File: config.mk
export PLATFORM = sky130hd
export DESIGN_NAME = ysyx_25050148_lsu
export DESIGN_NICKNAME = d
export VERILOG_FILES = /design/src/rtl/ysyx_25050148_lsu.sv
export SDC_FILE = /design/constraint.sdc
export NUM_CORES = 1
export LEC_CHECK = 0
export BUFFER_PORTS_ARGS = -buffer_cell sky130_fd_sc_hd__buf_4
export CAP_MARGIN = 20
export CORE_MARGIN = 2
export CORE_UTILIZATION = 40
export CTS_BUF_LIST = sky130_fd_sc_hd__clkbuf_16
export DETAILED_ROUTE_END_ITERATION = 10
export GPL_TIMING_DRIVEN = 0
export PLACE_DENSITY = 0.74
export SETUP_SLACK_MARGIN = 0.2
export SLEW_MARGIN = 30
export SYNTH_ARGS = -nofsm -noshare
export SYNTH_HDL_FRONTEND = slang
export SYNTH_SLANG_ARGS = --single-unit
File: constraint.sdc
create_clock -name clk -period 2.6 [get_ports clk]
set_input_delay 0.52 -clock clk [delete_from_list [all_inputs] [get_ports clk]]
set_output_delay 0.52 -clock clk [all_outputs]
set_load 0.005 [all_outputs]
File: src/rtl/ysyx_25050148_lsu.sv
// RV32I load/store unit: one valid/ready word-addressed memory transaction per
// request, with lane steering for stores and sign/zero extension for loads.
module ysyx_25050148_lsu #(
  parameter int DATA_WIDTH = 32,
  parameter int ADDR_WIDTH = 32
) (
  input  logic                  clk,
  input  logic                  rst_n,
  input  logic                  req_valid,
  input  logic                  req_wen,
  input  logic [2:0]            func3,
  input  logic [ADDR_WIDTH-1:0] alu_result,
  input  logic [DATA_WIDTH-1:0] store_data,
  output logic                  stall,
  output logic                  done,
  output logic [DATA_WIDTH-1:0] load_data,
  output logic                  fault,
  output logic                  mem_req,
  output logic                  mem_wen,
  output logic [ADDR_WIDTH-1:0] mem_addr,
  output logic [DATA_WIDTH-1:0] mem_wdata,
  output logic [3:0]            mem_wmask,
  input  logic                  mem_ready,
  input  logic [DATA_WIDTH-1:0] mem_rdata
);

  typedef enum logic [1:0] {IDLE, REQ, DONE} state_e;

  state_e                state_q, state_d;
  logic [ADDR_WIDTH-1:0] addr_q, addr_d;
  logic [2:0]            func3_q, func3_d;
  logic                  wen_q, wen_d;
  logic [DATA_WIDTH-1:0] wdata_q, wdata_d;
  logic [3:0]            wmask_q, wmask_d;
  logic [DATA_WIDTH-1:0] load_data_q, load_data_d;
  logic                  fault_q, fault_d;

  logic [1:0]            req_off;
  logic                  req_fault;
  logic [3:0]            req_mask;
  logic [DATA_WIDTH-1:0] req_wdata;
  logic [7:0]            rd_byte;
  logic [15:0]           rd_half;
  logic [DATA_WIDTH-1:0] rd_ext;

  // Legality, alignment and lane steering of the incoming request.
  always_comb begin
    req_off   = alu_result[1:0];
    req_fault = 1'b0;
    req_mask  = 4'b0000;
    req_wdata = store_data;
    if (req_wen) begin
      case (func3)
        3'd0: begin
          req_mask  = 4'b0001 << req_off;
          req_wdata = {4{store_data[7:0]}};
        end
        3'd1: begin
          req_fault = req_off[0];
          req_mask  = 4'b0011 << req_off;
          req_wdata = {2{store_data[15:0]}};
        end
        3'd2: begin
          req_fault = |req_off;
          req_mask  = 4'b1111;
        end
        default: req_fault = 1'b1;
      endcase
    end else begin
      case (func3)
        3'd0, 3'd4: req_fault = 1'b0;
        3'd1, 3'd5: req_fault = req_off[0];
        3'd2:       req_fault = |req_off;
        default:    req_fault = 1'b1;
      endcase
    end
  end

  always_comb begin
    rd_byte = mem_rdata[{addr_q[1:0], 3'b000} +: 8];
    rd_half = mem_rdata[{addr_q[1], 4'b0000} +: 16];
    case (func3_q)
      3'd0:    rd_ext = {{24{rd_byte[7]}}, rd_byte};
      3'd4:    rd_ext = {24'd0, rd_byte};
      3'd1:    rd_ext = {{16{rd_half[15]}}, rd_half};
      3'd5:    rd_ext = {16'd0, rd_half};
      default: rd_ext = mem_rdata;
    endcase
  end

  always_comb begin
    state_d     = state_q;
    addr_d      = addr_q;
    func3_d     = func3_q;
    wen_d       = wen_q;
    wdata_d     = wdata_q;
    wmask_d     = wmask_q;
    load_data_d = load_data_q;
    fault_d     = fault_q;
    case (state_q)
      IDLE: begin
        if (req_valid) begin
          if (req_fault) begin
            state_d     = DONE;
            fault_d     = 1'b1;
            load_data_d = '0;
          end else begin
            state_d = REQ;
            addr_d  = alu_result;
            func3_d = func3;
            wen_d   = req_wen;
            wdata_d = req_wdata;
            wmask_d = req_wen ? req_mask : 4'b0000;
          end
        end
      end
      REQ: begin
        if (mem_ready) begin
          state_d     = DONE;
          fault_d     = 1'b0;
          load_data_d = wen_q ? '0 : rd_ext;
        end
      end
      DONE:    state_d = IDLE;
      default: state_d = IDLE;
    endcase
  end

  always_ff @(posedge clk or negedge rst_n) begin
    if (!rst_n) begin
      state_q     <= IDLE;
      addr_q      <= '0;
      func3_q     <= 3'd0;
      wen_q       <= 1'b0;
      wdata_q     <= '0;
      wmask_q     <= 4'b0000;
      load_data_q <= '0;
      fault_q     <= 1'b0;
    end else begin
      state_q     <= state_d;
      addr_q      <= addr_d;
      func3_q     <= func3_d;
      wen_q       <= wen_d;
      wdata_q     <= wdata_d;
      wmask_q     <= wmask_d;
      load_data_q <= load_data_d;
      fault_q     <= fault_d;
    end
  end

  assign done      = (state_q == DONE);
  assign stall     = req_valid & ~done;
  assign load_data = load_data_q;
  assign fault     = fault_q;
  assign mem_req   = (state_q == REQ);
  assign mem_wen   = mem_req & wen_q;
  assign mem_addr  = {addr_q[ADDR_WIDTH-1:2], 2'b00};
  assign mem_wdata = wdata_q;
  assign mem_wmask = mem_req ? wmask_q : 4'b0000;

endmodule

Word-level counts from Yosys, hierarchy flattened
Cells that the tools add are included.

Latch bits: 0. Register bits: 107. Memory bits (writable): 0. Memories kept: 0. ROM bits: 0.

$lt $le $gt $ge: 0. Multipliers: 0. Multiplexer cells: 22. $add $sub $neg: 0. Bitwise gates (word level): 4. Div/mod/pow operators: 0. Reductions and logical operators: 10. Equality and inequality tests: 12. Shift operators: 4.

Operators with widths (count): 32-bit two-way mux (5); 32-bit case mux with 2 select lines (2); 32-bit case mux with 4 select lines (1); 32-bit by 6-bit indexed part select with 16-bit output (1); 32-bit by 6-bit indexed part select with 8-bit output (1); 3-bit == test (second input constant) (4); 4-bit case mux with 3 select lines (1); 4-bit two-way mux (2); 3-bit by 1-bit == test with 1-bit output (second input constant) (2); 3-bit logical NOT (2); 2-bit two-way mux (3); 1-bit case mux with 3 select lines (2); 2-bit OR reduction (3); 1-bit two-way mux (4); 2-bit != test (second input constant) (2); 2-bit case mux with 2 select lines (1); 4-bit AND reduction (1); 1-bit by 2-bit << shifter with 4-bit output (first input constant) (1); 2-bit by 2-bit << shifter with 4-bit output (first input constant) (1); 3-bit by 2-bit == test with 1-bit output (second input constant) (1); 3-bit AND reduction (1); 1-bit AND (2); 2-bit by 1-bit == test with 1-bit output (second input constant) (1); 2-bit == test (second input constant) (1); other kinds (6) (7).

Longest topological paths before layout
Word-level depth: 7. Mapped depth: 7.

Worst setup path after synthesis
Ideal clock, no wire load.

Path type: in2reg. Start: in func3[0]. End: reg load_data_q[26] (netlist: load_data[26]). Path slack: 0.291 ns. Stages: 6. Setup time: 0.128 ns. Arrival time: 2.181 ns. Data required time: 2.472 ns. Cells stage by stage: clkbuf_1 > or2_1 > a221o_1 > a211oi_4 > buf_6 > mux2_1.

Cells in the longest elaborated chain, start to end: 6. Elaborated cells between the ends (all ways): 12. Classes of those cells: eq/ne (5); mux (3); reduce/logical (4).

RTL lines: start, declared (RTL line 11) `input logic [2:0] func3,`; 3-bit by 1-bit == test with 1-bit output, or another cell as far along (RTL line 53, 70); 2-bit OR reduction (RTL line 70) `case (func3)`; 1-bit case mux with 3 select lines (RTL line 70); 1-bit two-way mux (*) (RTL line 52) `if (req_wen) begin`; 2-bit != test (no line) (*); 4-bit AND reduction (no line) (*); end signal, assigned (RTL line 146) `load_data_q <= load_data_d;`; end, declared (RTL line 35) `logic [DATA_WIDTH-1:0] load_data_q, load_data_d;`.

Mark *: on every way between the ends. The rest lies on a longest branch, timed or not. A chain may end at the register's enable or synchronous reset.

Final worst setup path
Start: in func3[1]. End: reg addr_q[1].

Cells in the longest elaborated chain, start to end: 6. Elaborated cells between the ends (all ways): 12. Classes of those cells: eq/ne (4); mux (3); bitwise (1); reduce/logical (4).

RTL lines: 3-bit by 1-bit == test with 1-bit output, or another cell as far along (RTL line 53, 70); 2-bit OR reduction (RTL line 70); 1-bit case mux with 3 select lines (RTL line 70); 1-bit two-way mux (*) (RTL line 52); 1-bit inverter (no line) (*); 3-bit AND reduction (no line) (*); end signal, assigned (RTL line 141) `addr_q <= addr_d;`; end, declared (RTL line 30) `logic [ADDR_WIDTH-1:0] addr_q, addr_d;`.

Marked as above.

==> impl_metrics.csv <==
group,metric,value,unit
outcome,run_status,"complete, no violations",
floorplan,core,13700,µm²
timing,setup_viol,0,
route,drcViolationCount,0,
critical_path,cpMostUsedCell,"buf_2",
route,finalWirelength,14400,µm
power,p_leak,3.81,nW
synth,synth-seq-cells,107,
route,firstDrtPassIters,4,
timing,maxSlewViolCount,0,
synth,netlist_area,5570,µm²
timing,max_freq,458,MHz
route,num_vias,4493,
critical_path,critPathTopFamily,"buffers and inverters",
layout,instances_no_fill,878,
place,hpwl,11000,µm
synth,netlist_instances,479,
timing,holdWs,0.281,ns
min_path,hold_path.class,"in -> async",
timing,finClkSkew,0.00482,ns
critical_path,cpPeakStageDelay,0.38,ns
synth,yosys.cell_count.top_type,"dfrtp_1",
clock_network,cts_resized,0,
clock_network,tritoncts,"built",
timing,slew_headroom,0.435,
synth,seq_area_frac_synth,0.481,
floorplan,rows,43,
critical_path,start_kind,"input pin",
power,max-vdd-ir-drop,448,µV
route,drtIter0Drc,203,
floorplan,ioPinCount,209,
critical_path,path_class,"in -> reg",
run,cap_violations,0,
clock_network,cts_sinks,107,
power,power.density,871,nW/µm²
synth,ys.flop_type,"dfrtp_1",
layout,antenna_cells,0,
synth,synth_cell_type_count,40,
clock_network,clockRootBuffer,"clkbuf_16",
floorplan,die_y,122,µm
grt,grt_pass1_vias,4527,
critical_path,end_kind,"register",
layout,drive_above_1_share,0.474,
clock_network,clk_latency,0.35,ns
floorplan,die_area,14900,µm²
floorplan,die_w,122,µm
grt,antenna_found_initial,0,
grt,grt_overflow,0,
synth,synthTopCellsByCount,"dfrtp_1 (107), mux2_2 (66), mux2i_1 (52), inv_1 (42), buf_4 (34)",
clock_network,cts_inserted_buffers,9,
synth,synthArstFlopShare,1.00,
timing,worst_pin_slew,0.848,ns
place,gp_congestion,0.863,
layout,syn_to_final_growth,37.3,%
synth,synth-edff-count,0,
layout,layout.nets,799,
route,vias_per_cell,5.12,
clock_network,holdBufCountCts,0,
clock_network,clkTransAtPathRegs,0.07,ns
clock_network,h-tree-depth,3,
synth,synth_area_leaders,"dfrtp_1 (48%), mux2_2 (13%), mux2i_1 (9.3%)",
grt,grt_pass1_wl,22400,µm
critical_path,crit_arrival,2.41,ns
power,totalPowerFinal,6.66,mW
place,place_ws,-0.113,ns
timing,period_needed,2.18,ns
critical_path,cp_slowest_cell,"clkbuf_1",
critical_path,worstPathCellList,"clkbuf_1, a211oi_1, a221o_1, nand4b_1, buf_2, buf_2, mux2_2",
timing,fin_ws,0.419,ns
synth,synth_top_area_share,0.481,
synth,syn_avg_cell_area,11.6,µm²
timing,finalHoldViolCount,0,
timing,final.setup.tns,0,ns
clock_network,clock_tree.buffer_depth,2,
place,io_buffers,204,
critical_path,crit_required,2.83,ns
critical_path,path_buf_inv,3,
synth,ys_warn_count,0,
timing,finalCritPeriodShare,0.839,
route,antenna_left,0,
floorplan,initial_utilization,0.406,
clock_network,post_cts_buffers,0,
critical_path,cp_max_fo,10,
timing,rsz0062_at_grt,"no",
synth,yosys.area.top_type,"dfrtp_1",
place,dp.cells,864,
grt,grt_max_degree,108,
route,routedWlPerCell,16.4,µm
grt,gr-usage-all-layers,0.192,
==> path summary, 6_finish.rpt <==
path                                     from  slack (ns)  cells after the start            end
worst max-delay path                 func3[1]        0.42                      7      addr_q[1]
max in group asynchronous               rst_n        1.72                      1  load_data[10]
worst max register to register     state_q[1]        0.47                      5   load_data[3]
worst min register to register  load_data[28]        0.49                      1  load_data[28]
min in group clk                    mem_ready        0.37                      2     state_q[0]
worst min-delay path                    rst_n        0.28                      1      addr_q[4]
==> power by group <==
part | total, mW | internal (mW) | leakage (nW) | switching, mW
sequential | 2.54 | 2.22 | 1.33 | 0.324
combinational | 2.68 | 1.59 | 2.33 | 1.09
clock | 1.44 | 0.833 | 0.149 | 0.605
total | 6.66 | 4.64 | 3.81 | 2.02
==> logic make-up after synthesis <==
family | count (synthesis) | share of synthesized area
AND/OR/NAND/NOR | 54 | 0.0544
other | 1 | 0.000674
buffers and inverters | 106 | 0.0986
AO/OA/AOI/OAI | 77 | 0.104
flip-flops | 107 | 0.481
multiplexers | 134 | 0.261
==> worst register-to-register path, cell delays in order (launching register included) <==
cell and delay [ns]:
dfrtp_1 0.45, nor3b_2 0.38, clkbuf_1 0.44, buf_1 0.39
o221ai_1 0.23, mux2i_1 0.16
==> flip-flops by register name (all words and copies together) (netlist names) <==
| name | count |
|---|---|
| addr_q | 32 |
| load_data | 32 |
| mem_wdata | 32 |
| wmask_q | 4 |
| func3_q | 3 |
| state_q | 2 |
| fault | 1 |
| wen_q | 1 |
==> stage by stage <==
stage | util | instance area (µm²)
6_report | 0.557 | 7650
2_1_floorplan | - | 5570
4_1_cts | 0.556 | 7630
3_3_place_gp | 0.534 | 7330
5_1_grt | 0.557 | 7650
3_5_place_dp | 0.534 | 7330
==> layout make-up <==
cell class                 instances  area [µm²]
clock inverter                     5        77.6
tap                              180         225
fill                            1205        6070
sequential                       107        2680
multi-input combinational        267        2350
clock buffer                       9         225
inverter                          42         158
buffer                            64         392
timing repair buffer             204        1540
==> cell usage in the layout, fill, tap and decap left out, types with 3 or more instances in the layout <==
master	netlist	layout
a21oi_1	4	4
a32o_1	16	16
a32oi_1	4	4
and2_1	3	3
buf_1	3	3
buf_2	7	7
buf_4	34	237
clkbuf_1	18	18
clkbuf_16	0	9
dfrtp_1	107	107
inv_1	42	42
mux2_1	15	15
mux2_2	66	66
mux2i_1	52	52
nand2_1	8	8
nand2b_1	5	5
nor2_1	14	14
nor2b_1	6	6
nor3b_1	11	9
o2111ai_1	8	8
o211ai_1	4	4
o21ai_0	29	29
==> per-layer routing <==
metal / global-route usage / part of all wire / vias up
met5: 0 / 0 / -
met4: 0.0761 / 0.024 / 0
met3: 0.0449 / 0.079 / 26
met2: 0.315 / 0.48 / 179
met1: 0.246 / 0.42 / 2200
li1: - / - / 2088
Note: power is estimated with default switching activity, not from simulation.
